`src/rtl/move_search_ctrl_if.sv`:
```
// Handshake bundle between the root-search sequencer and the UCI handler,
// move generator and move evaluator. slave = sequencer side, master = environment side.
interface move_search_ctrl_if #(
  parameter int TIMER_W = 32,
  parameter int CNT_W   = 8,
  parameter int SCORE_W = 16,
  parameter int BOARD_W = 64,
  parameter int MOVE_W  = 16
);
  // UCI command side
  logic                      go_in;
  logic [BOARD_W-1:0]        board_in;
  logic [TIMER_W-1:0]        movetime_in;
  logic                      stop_in;
  // move generator side
  logic [BOARD_W-1:0]        mg_board_out;
  logic                      mg_valid_out;
  logic                      mg_ready_in;
  logic [MOVE_W-1:0]         mg_move_in;
  logic                      mg_move_valid_in;
  logic                      mg_move_ready_out;
  logic                      mg_done_in;
  // evaluator side
  logic [MOVE_W-1:0]         ev_move_out;
  logic                      ev_valid_out;
  logic signed [SCORE_W-1:0] ev_score_in;
  logic                      ev_score_valid_in;
  // report back to UCI
  logic [MOVE_W-1:0]         best_move_out;
  logic                      best_none_out;
  logic [CNT_W-1:0]          nodes_out;
  logic                      best_valid_out;
  logic                      best_ready_in;
  logic                      busy_out;

  modport slave (
    input  go_in, board_in, movetime_in, stop_in,
    input  mg_ready_in, mg_move_in, mg_move_valid_in, mg_done_in,
    input  ev_score_in, ev_score_valid_in, best_ready_in,
    output mg_board_out, mg_valid_out, mg_move_ready_out,
    output ev_move_out, ev_valid_out,
    output best_move_out, best_none_out, nodes_out, best_valid_out, busy_out
  );

  modport master (
    output go_in, board_in, movetime_in, stop_in,
    output mg_ready_in, mg_move_in, mg_move_valid_in, mg_done_in,
    output ev_score_in, ev_score_valid_in, best_ready_in,
    input  mg_board_out, mg_valid_out, mg_move_ready_out,
    input  ev_move_out, ev_valid_out,
    input  best_move_out, best_none_out, nodes_out, best_valid_out, busy_out
  );
endinterface

```
`src/rtl/move_search_ctrl.sv`:
```
// Root-search sequencer: streams legal moves from the generator through the
// evaluator, keeps the best-scoring move and reports it on finish, stop or timeout.
module move_search_ctrl #(
  parameter int TIMER_W = 32,
  parameter int CNT_W   = 8,
  parameter int SCORE_W = 16,
  parameter int BOARD_W = 64,
  parameter int MOVE_W  = 16
) (
  input  logic              clk_in,
  input  logic              rst_in,
  move_search_ctrl_if.slave bus
);
  typedef enum logic [2:0] {IDLE, LOAD, PULL, EVAL, REPORT} state_e;

  state_e                    state_q, state_d;
  logic [BOARD_W-1:0]        board_q, board_d;
  logic [TIMER_W-1:0]        timer_q, timer_d;
  logic [CNT_W-1:0]          nodes_q, nodes_d;
  logic [MOVE_W-1:0]         move_q, move_d;
  logic [MOVE_W-1:0]         best_move_q, best_move_d;
  logic signed [SCORE_W-1:0] best_score_q, best_score_d;
  logic                      have_best_q, have_best_d;
  logic                      pend_q, pend_d;
  logic                      ev_valid_q, ev_valid_d;

  logic active, expire, abort, xfer, score_hit, better;

  assign active    = (state_q == LOAD) || (state_q == PULL) || (state_q == EVAL);
  assign expire    = active && (timer_q == TIMER_W'(1));
  // abort sees a stop/expiry in the same cycle so the report follows one cycle later
  assign abort     = pend_q || (active && (bus.stop_in || expire));
  assign xfer      = (state_q == PULL) && bus.mg_move_valid_in;
  assign score_hit = (state_q == EVAL) && bus.ev_score_valid_in;
  assign better    = !have_best_q || ($signed(bus.ev_score_in) > best_score_q);

  always_ff @(posedge clk_in or negedge rst_in) begin
    if (!rst_in) state_q <= IDLE;
    else         state_q <= state_d;
  end

  always_comb begin
    state_d = state_q;
    unique case (state_q)
      IDLE:    if (bus.go_in) state_d = LOAD;
      LOAD:    if (abort) state_d = REPORT;
               else if (bus.mg_ready_in) state_d = PULL;
      // a move transfer wins over a coincident stop; the stop stays pending
      PULL:    if (xfer) state_d = EVAL;
               else if (bus.mg_done_in || abort) state_d = REPORT;
      EVAL:    if (bus.ev_score_valid_in) state_d = abort ? REPORT : PULL;
      REPORT:  if (bus.best_ready_in) state_d = IDLE;
      default: state_d = IDLE;
    endcase
  end

  always_comb begin
    bus.mg_valid_out      = (state_q == LOAD) && !abort && bus.mg_ready_in;
    bus.mg_board_out      = board_q;
    bus.mg_move_ready_out = (state_q == PULL);
    bus.ev_move_out       = move_q;
    bus.ev_valid_out      = ev_valid_q;
    bus.best_valid_out    = (state_q == REPORT);
    bus.best_none_out     = (state_q == REPORT) && !have_best_q;
    bus.best_move_out     = ((state_q == REPORT) && have_best_q) ? best_move_q : '0;
    bus.nodes_out         = nodes_q;
    bus.busy_out          = (state_q != IDLE);
  end

  always_comb begin
    board_d      = board_q;
    timer_d      = timer_q;
    nodes_d      = nodes_q;
    move_d       = move_q;
    best_move_d  = best_move_q;
    best_score_d = best_score_q;
    have_best_d  = have_best_q;
    pend_d       = pend_q;
    ev_valid_d   = 1'b0;

    // a zero budget loads a zero count, which never decrements and never expires
    if (active && (timer_q != '0)) timer_d = timer_q - TIMER_W'(1);
    if (active && (bus.stop_in || expire)) pend_d = 1'b1;

    if (state_q == IDLE) begin
      pend_d = 1'b0;
      if (bus.go_in) begin
        board_d      = bus.board_in;
        timer_d      = bus.movetime_in;
        nodes_d      = '0;
        have_best_d  = 1'b0;
        best_move_d  = '0;
        best_score_d = '0;
      end
    end
    if ((state_q == REPORT) && bus.best_ready_in) pend_d = 1'b0;

    if (xfer) begin
      move_d     = bus.mg_move_in;
      ev_valid_d = 1'b1;
    end

    if (score_hit) begin
      if (nodes_q != '1) nodes_d = nodes_q + CNT_W'(1);
      if (better) begin
        best_move_d  = move_q;
        best_score_d = bus.ev_score_in;
      end
      have_best_d = 1'b1;
    end
  end

  always_ff @(posedge clk_in or negedge rst_in) begin
    if (!rst_in) begin
      board_q      <= '0;
      timer_q      <= '0;
      nodes_q      <= '0;
      move_q       <= '0;
      best_move_q  <= '0;
      best_score_q <= '0;
      have_best_q  <= 1'b0;
      pend_q       <= 1'b0;
      ev_valid_q   <= 1'b0;
    end else begin
      board_q      <= board_d;
      timer_q      <= timer_d;
      nodes_q      <= nodes_d;
      move_q       <= move_d;
      best_move_q  <= best_move_d;
      best_score_q <= best_score_d;
      have_best_q  <= have_best_d;
      pend_q       <= pend_d;
      ev_valid_q   <= ev_valid_d;
    end
  end
endmodule

```
`src/flat_wrapper.sv`:
```
// flat-port wrapper written by rule: the top's interface ports become plain ports
module move_search_ctrl_flat 
#(
  parameter int TIMER_W = 32,
  parameter int CNT_W   = 8,
  parameter int SCORE_W = 16,
  parameter int BOARD_W = 64,
  parameter int MOVE_W  = 16
)
  (clk_in, rst_in, bus_go_in, bus_board_in, bus_movetime_in, bus_stop_in, bus_mg_ready_in, bus_mg_move_in, bus_mg_move_valid_in, bus_mg_done_in, bus_ev_score_in, bus_ev_score_valid_in, bus_best_ready_in, bus_mg_board_out, bus_mg_valid_out, bus_mg_move_ready_out, bus_ev_move_out, bus_ev_valid_out, bus_best_move_out, bus_best_none_out, bus_nodes_out, bus_best_valid_out, bus_busy_out);
  move_search_ctrl_if #(.TIMER_W(TIMER_W), .CNT_W(CNT_W), .SCORE_W(SCORE_W), .BOARD_W(BOARD_W), .MOVE_W(MOVE_W)) bus_i ();
  input  logic clk_in;
  input  logic rst_in;
  input wire logic [$bits(bus_i.go_in)-1:0] bus_go_in;
  input wire logic [$bits(bus_i.board_in)-1:0] bus_board_in;
  input wire logic [$bits(bus_i.movetime_in)-1:0] bus_movetime_in;
  input wire logic [$bits(bus_i.stop_in)-1:0] bus_stop_in;
  input wire logic [$bits(bus_i.mg_ready_in)-1:0] bus_mg_ready_in;
  input wire logic [$bits(bus_i.mg_move_in)-1:0] bus_mg_move_in;
  input wire logic [$bits(bus_i.mg_move_valid_in)-1:0] bus_mg_move_valid_in;
  input wire logic [$bits(bus_i.mg_done_in)-1:0] bus_mg_done_in;
  input wire logic [$bits(bus_i.ev_score_in)-1:0] bus_ev_score_in;
  input wire logic [$bits(bus_i.ev_score_valid_in)-1:0] bus_ev_score_valid_in;
  input wire logic [$bits(bus_i.best_ready_in)-1:0] bus_best_ready_in;
  output wire logic [$bits(bus_i.mg_board_out)-1:0] bus_mg_board_out;
  output wire logic [$bits(bus_i.mg_valid_out)-1:0] bus_mg_valid_out;
  output wire logic [$bits(bus_i.mg_move_ready_out)-1:0] bus_mg_move_ready_out;
  output wire logic [$bits(bus_i.ev_move_out)-1:0] bus_ev_move_out;
  output wire logic [$bits(bus_i.ev_valid_out)-1:0] bus_ev_valid_out;
  output wire logic [$bits(bus_i.best_move_out)-1:0] bus_best_move_out;
  output wire logic [$bits(bus_i.best_none_out)-1:0] bus_best_none_out;
  output wire logic [$bits(bus_i.nodes_out)-1:0] bus_nodes_out;
  output wire logic [$bits(bus_i.best_valid_out)-1:0] bus_best_valid_out;
  output wire logic [$bits(bus_i.busy_out)-1:0] bus_busy_out;
  assign bus_i.go_in = bus_go_in;
  assign bus_i.board_in = bus_board_in;
  assign bus_i.movetime_in = bus_movetime_in;
  assign bus_i.stop_in = bus_stop_in;
  assign bus_i.mg_ready_in = bus_mg_ready_in;
  assign bus_i.mg_move_in = bus_mg_move_in;
  assign bus_i.mg_move_valid_in = bus_mg_move_valid_in;
  assign bus_i.mg_done_in = bus_mg_done_in;
  assign bus_i.ev_score_in = bus_ev_score_in;
  assign bus_i.ev_score_valid_in = bus_ev_score_valid_in;
  assign bus_i.best_ready_in = bus_best_ready_in;
  assign bus_mg_board_out = bus_i.mg_board_out;
  assign bus_mg_valid_out = bus_i.mg_valid_out;
  assign bus_mg_move_ready_out = bus_i.mg_move_ready_out;
  assign bus_ev_move_out = bus_i.ev_move_out;
  assign bus_ev_valid_out = bus_i.ev_valid_out;
  assign bus_best_move_out = bus_i.best_move_out;
  assign bus_best_none_out = bus_i.best_none_out;
  assign bus_nodes_out = bus_i.nodes_out;
  assign bus_best_valid_out = bus_i.best_valid_out;
  assign bus_busy_out = bus_i.busy_out;
  move_search_ctrl #(.TIMER_W(TIMER_W), .CNT_W(CNT_W), .SCORE_W(SCORE_W), .BOARD_W(BOARD_W), .MOVE_W(MOVE_W)) u_core (.clk_in(clk_in), .rst_in(rst_in), .bus(bus_i));
endmodule
```
`config.mk`:
```
export PLATFORM = sky130hd
export DESIGN_NAME = move_search_ctrl_flat
export DESIGN_NICKNAME = d
export VERILOG_FILES = /design/src/rtl/move_search_ctrl_if.sv /design/src/rtl/move_search_ctrl.sv /design/src/flat_wrapper.sv
export SDC_FILE = /design/constraint.sdc
export NUM_CORES = 1
export LEC_CHECK = 0
export BUFFER_PORTS_ARGS = -buffer_cell sky130_fd_sc_hd__buf_2
export CORE_MARGIN = 1
export CORE_UTILIZATION = 55
export DETAILED_ROUTE_END_ITERATION = 8
export PLACE_DENSITY = 0.86
export SKIP_CTS_REPAIR_TIMING = 1
export SYNTH_ARGS = -nofsm -noshare
export SYNTH_HDL_FRONTEND = slang
export SYNTH_SLANG_ARGS = --single-unit
```
`constraint.sdc`:
```
create_clock -name clk_in -period 5.9 [get_ports clk_in]
set_input_delay 0.59 -clock clk_in [delete_from_list [all_inputs] [get_ports clk_in]]
set_output_delay 0.59 -clock clk_in [all_outputs]
set_load 0.01 [all_outputs]
```
==> out/qor.txt, run 1 <==
TritonCTS clock tree: yes
Nets: 1,179
Core ar.: 13,200 um^2
Num rows: 42
Root Driver: clkbuf_16
Die Wd: 119 um
Highest Clock Rate: 282 MHz
CP cell instances: or4_1, or3_4, nor4_1, nor2_1, buf_2
Antenna violations before repair: 1
Total global-route track usage: 0.277
Netlist Area Pre-Place: 7480 um^2
Predominant post-synthesis flop cell: dfrtp_1
Post-route ant nets: 0
Reg2Reg Setup Slack: 2910 ps
Yosys reg bits: 158
Setup slack after layout: 2350 ps
Layout cells sized above 1: 0.311
WL per Instance: 15.4 um
Pwr dens: 492 nW/um^2
Unrepaired setup endpoints after global routing: false
Port Buf Inserts: 246
Clock tree sinks: 158
Seq/Total Area, Yosys: 0.528
Top-Level Pins: 247
Slowest cell on crit path: nor4_1
Dpl cells: 1,179
Fin crit period: 3550 ps
Worst Setup Start Kind: register
Crit path kind: register to output pin
Clock-pin slew on the worst setup and hold paths: 60 ps
DR vias/cell: 5.51
Count of different cell masters after synthesis: 52
Max Slew Vio Count: 0
Post-synth EDFFs: 0
Slew @ Worst Pin: 1220 ps
Via count of the first global-routing pass: 6,476
Outcome: finished clean
Asr flop ratio synth: 1.00
Htree depth: 4
Syn Area/Cell: 9.44 um^2
Num CTS Buffers: 17
Final hold slack: 311 ps
Gpl congestion: 0.832
R2r worst-path depth: 5
Tcrit/Tclk final: 0.601
Max clock buf depth: 2
DRT Pass-1 Iters: 5
Reg-to-reg critical path startpoint: u_core.timer_q[5]
Rel. slew slack: 0.184
DIE AREA: 14,100 um^2
R2R Path End: u_core.timer_q[18]
Final Hold Fails: 0
Initial DRC count: 442
Yosys warnings: 0
Largest net degree at the start of global routing: 113
Post-Place Setup Slack: 2600 ps
Setup crit end kind: output pin
Vias: 6,675
WL final: 18,700 um
Hold WC Path Type: primary input to async pin
DRC errors left: 0
Fin cells: 1,212
Layout area overhead: 25.6%
Die H: 119 um
LEAKAGE: 4.84 nW
Initial Utilization: 0.565
Grt ovf: 0
Mapped Nets: 950
First-pass GRT wire length: 30,700 um
VDD IR-drop max: 0.294 mV
CP Max Fanout: 8
Worst Path Required: 5310 ps
Final TNS setup: 0 ps
Max-cap violations: 0
Gate Count Post-Synth: 793
Worst path max stage delay: 750 ps
Final setup vio count: 0
Clk_lat worst skew: 420 ps
Critical Path AT: 2960 ps
Detailed placer's ending HPWL: 13,000 um
Fin Clk Skew: 7.64 ps
==> layer usage <==
metal,global-route usage,vias to the layer above,routed length (um)
li1,-,3233,-
met1,0.354,3152,7900
met2,0.448,244,9060
met3,0.0637,46,1070
met4,0.125,0,614
met5,0,-,0
==> worst max-delay path by stage <==
stage	from	endpoint	slack [ps]
after floorplan	u_core.timer_q[18]	bus_mg_valid_out	3300
after global placement	bus_ev_score_in[15]	u_core.best_score_q[14]	2720
after detailed placement	bus_ev_score_in[15]	u_core.best_score_q[14]	2600
after CTS	u_core.timer_q[18]	bus_mg_valid_out	2270
after global routing	u_core.timer_q[18]	bus_mg_valid_out	2150
final	u_core.timer_q[18]	bus_mg_valid_out	2350
==> through the flow <==
step / util / cell area (um^2) / power, mW
finish: 0.710 / 9400 / 4.63
global route: 0.710 / 9400 / 4.96
CTS: 0.709 / 9390 / 4.65
detailed placement: 0.666 / 8820 / 3.57
global placement: 0.666 / 8820 / 3.50
floorplan: - / 7480 / 2.95
==> cells in the mapped netlist, types with 2 or more instances <==
master / instances / share of area
a31oi_1: 12 / 0.010
or4_1: 21 / 0.021
nand4b_1: 2 / 0.0023
a21o_1: 4 / 0.0040
or4_2: 2 / 0.0023
nand4_1: 7 / 0.0059
or4_4: 3 / 0.0045
o311ai_0: 14 / 0.016
nor2_1: 26 / 0.013
nor2b_1: 4 / 0.0033
a211o_1: 2 / 0.0023
or3_2: 6 / 0.0060
o41ai_1: 2 / 0.0023
nand2_1: 241 / 0.12
a2bb2oi_1: 2 / 0.0023
a21oi_1: 13 / 0.0087
inv_1: 24 / 0.012
o21ai_0: 24 / 0.016
buf_6: 2 / 0.0030
nor3_1: 7 / 0.0047
o211ai_1: 5 / 0.0050
nor4_1: 7 / 0.0059
mux2i_1: 2 / 0.0027
nand2b_1: 3 / 0.0025
and2_1: 20 / 0.017
and3_1: 5 / 0.0042
clkbuf_1: 37 / 0.019
nand3_1: 30 / 0.020
o31ai_1: 8 / 0.0080
dfrtp_1: 158 / 0.53
mux2_2: 17 / 0.026
a22o_1: 30 / 0.035
or2_2: 7 / 0.0059
or3_1: 9 / 0.0075
ha_1: 20 / 0.033
==> worst max-delay path, delay by kind of cell, from the launching register on <==
family,cells,cell delay [ps]
simple gates,4,1950
buf+inv,1,180
flops,1,400
==> registers in the layout, indices dropped and copies added (netlist names) <==
name	count
u_core.best_move_q	16
u_core.best_score_q	16
u_core.bus.ev_move_out	16
u_core.bus.ev_valid_out	1
u_core.bus.mg_board_out	64
u_core.bus.nodes_out	8
u_core.have_best_q	1
u_core.pend_q	1
u_core.state_q	3
u_core.timer_q	32
==> cells by family (layout without fill, tap and decap cells) <==
kind of cell | after synthesis | count (layout) | share of synthesized area
AOI/OAI and AO/OA | 124 | 124 | 0.120
other | 0 | 1 | 0
and+or+nand+nor | 406 | 406 | 0.254
buffers and inverters | 65 | 307 | 0.0348
xor gates and xnor gates | 1 | 1 | 0.00117
adders and majority gates | 20 | 20 | 0.0334
DFF | 158 | 158 | 0.528
muxes | 19 | 19 | 0.0283
==> where the power goes <==
| group | total, mW | leakage (nW) | switching (mW) | internal [mW] |
|---|---|---|---|---|
| Clock | 1.06 | 0.280 | 0.446 | 0.610 |
| Sequential | 1.90 | 1.99 | 0.339 | 1.56 |
| Combinational | 1.67 | 2.56 | 0.957 | 0.715 |
==> cells in the final DEF, fill, tap and decap left out, types with 20 or more instances in the layout <==
| cell | synthesis | routed |
|---|---|---|
| o21ai_0 | 24 | 24 |
| buf_2 | 0 | 245 |
| a22o_1 | 30 | 30 |
| nand2_1 | 241 | 241 |
| ha_1 | 20 | 20 |
| or4_1 | 21 | 21 |
| inv_1 | 24 | 24 |
| dfrtp_1 | 158 | 158 |
| and2_1 | 20 | 20 |
| nand3_1 | 30 | 30 |
| nor2_1 | 26 | 25 |
==> layout make-up <==
cell class,count,area (um^2)
antenna,1,2.50
fill,1024,3850
clock buffer,22,464
timing repair buffer,251,1270
multi-input combinational,570,3290
sequential,158,3950
tap,176,220
inverter,24,90.1
clock inverter,10,105
No activity file was read; power rests on OpenSTA's default activity.
==> run 2: changes to the inputs <==
--- a/config.mk
+++ b/config.mk
@@ -7,9 +7,9 @@
 export LEC_CHECK = 0
 export BUFFER_PORTS_ARGS = -buffer_cell sky130_fd_sc_hd__buf_2
 export CORE_MARGIN = 1
-export CORE_UTILIZATION = 55
+export CORE_UTILIZATION = 51
 export DETAILED_ROUTE_END_ITERATION = 8
-export PLACE_DENSITY = 0.86
+export PLACE_DENSITY = 0.8
 export SKIP_CTS_REPAIR_TIMING = 1
 export SYNTH_ARGS = -nofsm -noshare
 export SYNTH_HDL_FRONTEND = slang
==> constraint.sdc (replaced) <==
create_clock -name clk_in -period 3.5 [get_ports clk_in]
set_input_delay 0.35 -clock clk_in [delete_from_list [all_inputs] [get_ports clk_in]]
set_output_delay 0.35 -clock clk_in [all_outputs]
set_load 0.01 [all_outputs]
==> out/qor.txt, run 2 (synthesis gave the netlist of run 1 again) <==
Hold WC Path Type: primary input to async pin
Crit path kind: register to output pin
Fin Clk Skew: 10.5 ps
Reg2Reg Setup Slack: 560 ps
WL per Instance: 15.9 um
Num rows: 43
Largest net degree at the start of global routing: 109
Clk_lat worst skew: 420 ps
N_diodes: 0
Nets: 1,185
Layout cells sized above 1: 0.316
Unrepaired setup endpoints after global routing: false
Max Slew Vio Count: 0
Num CTS Buffers: 17
Final setup vio count: 0
Core ar.: 14,100 um^2
Worst Setup Start Kind: register
DRC errors left: 0
Rel. slew slack: 0.170
Antenna violations before repair: 0
Slew @ Worst Pin: 1250 ps
Top-Level Pins: 247
Via count of the first global-routing pass: 6,418
First-pass GRT wire length: 31,300 um
Clock tree sinks: 158
R2r worst-path depth: 5
DRT Pass-1 Iters: 5
Most common cell after layout, fill and taps aside: buf_2
Most frequent cells in the layout: buf_2, nand2_1, dfrtp_1
Port Buf Inserts: 246
Fin crit period: 3090 ps
Setup slack after layout: 405 ps
LEAKAGE: 4.85 nW
Pwr dens: 830 nW/um^2
Initial DRC count: 414
Outcome: complete, but fails checks
R2R Path End: u_core.timer_q[18]
Max-cap violations: 0
Number of fill cells: 1,127
CP Max Fanout: 8
Post-route ant nets: 0
Largest register FFs: 64
Post-Place Setup Slack: 618 ps
Clock-pin slew on the worst setup and hold paths: 70 ps
Layout area overhead: 26.1%
Worst Path Required: 3150 ps
Setup crit end kind: output pin
Initial Utilization: 0.531
Vias: 6,687
Detailed placer's ending HPWL: 13,400 um
Max clock buf depth: 2
Htree depth: 4
WL final: 19,400 um
Reg-to-reg critical path startpoint: u_core.timer_q[4]
Total global-route track usage: 0.268
Final hold slack: -40.8 ps
Final Hold Fails: 54
Critical Path AT: 2740 ps
Gpl congestion: 0.819
Die Wd: 123 um
Die H: 123 um
Failing checks: negative hold slack
Grt ovf: 0
DR vias/cell: 5.48
Root Driver: clkbuf_16
Tcrit/Tclk final: 0.884
TritonCTS clock tree: yes
VDD IR-drop max: 0.460 mV
DIE AREA: 15,200 um^2
Highest Clock Rate: 323 MHz
Final TNS setup: 0 ps
==> run 2: changes by cell type in the layout (fill, tap and decap cells not counted), sizes merged <==
cell,delta
buf,+6
inv,+3
diode,-1
clkbuf,-3
clkinv,-3
clkinvlp,+3
==> run 2: cell type report <==
type,instances,area (um^2),share of cell area
clock buffers,19,433,0.0459
clock inverters,13,128,0.0135
inverters,24,90.1,0.00955
multi-input cells,570,3290,0.348
flip-flops and latches,158,3950,0.419
well taps,180,225,0.0239
repair buffers,257,1320,0.140
==> run 2: metrics by stage <==
step	utilization	instances	power, mW	instance area (um^2)
2_1_floorplan	-	793	4.98	7480
3_3_place_gp	0.630	1189	5.94	8870
3_5_place_dp	0.630	1189	6.06	8870
4_1_cts	0.669	1221	7.88	9440
5_1_grt	0.669	1221	8.42	9440
6_report	0.669	1221	7.83	9440
==> run 2: power by group <==
group          total (mW)  internal (mW)  switching [mW]
Sequential           3.22           2.63           0.594
Clock                1.77          0.993           0.778
Combinational        2.84           1.21            1.62
Total                7.83           4.83            3.00
==> run 2: how the worst max path moves through the flow <==
stage / startpoint / to / cells after the start
6_report: u_core.timer_q[18] / bus_mg_valid_out / 6
5_1_grt: u_core.timer_q[18] / bus_mg_valid_out / 6
4_1_cts: u_core.timer_q[18] / bus_mg_valid_out / 6
3_5_place_dp: u_core.timer_q[4] / u_core.timer_q[18] / 5
3_3_place_gp: u_core.timer_q[4] / u_core.timer_q[18] / 5
2_1_floorplan: u_core.timer_q[18] / u_core.timer_q[29] / 6
==> run 2: per-layer routing <==
layer,vias to the layer above,track usage,wire length (um)
li1,3244,-,-
met1,3184,0.340,8080
met2,228,0.439,9540
met3,31,0.0724,1340
met4,0,0.0986,450
met5,-,0,0
==> run 2: critical path, stage by stage (launching register included) <==
cell	delay, ps
dfrtp_1	410
or4_1	650
or3_4	470
nor4_1	400
buf_4	220
nor2_1	40
buf_2	140
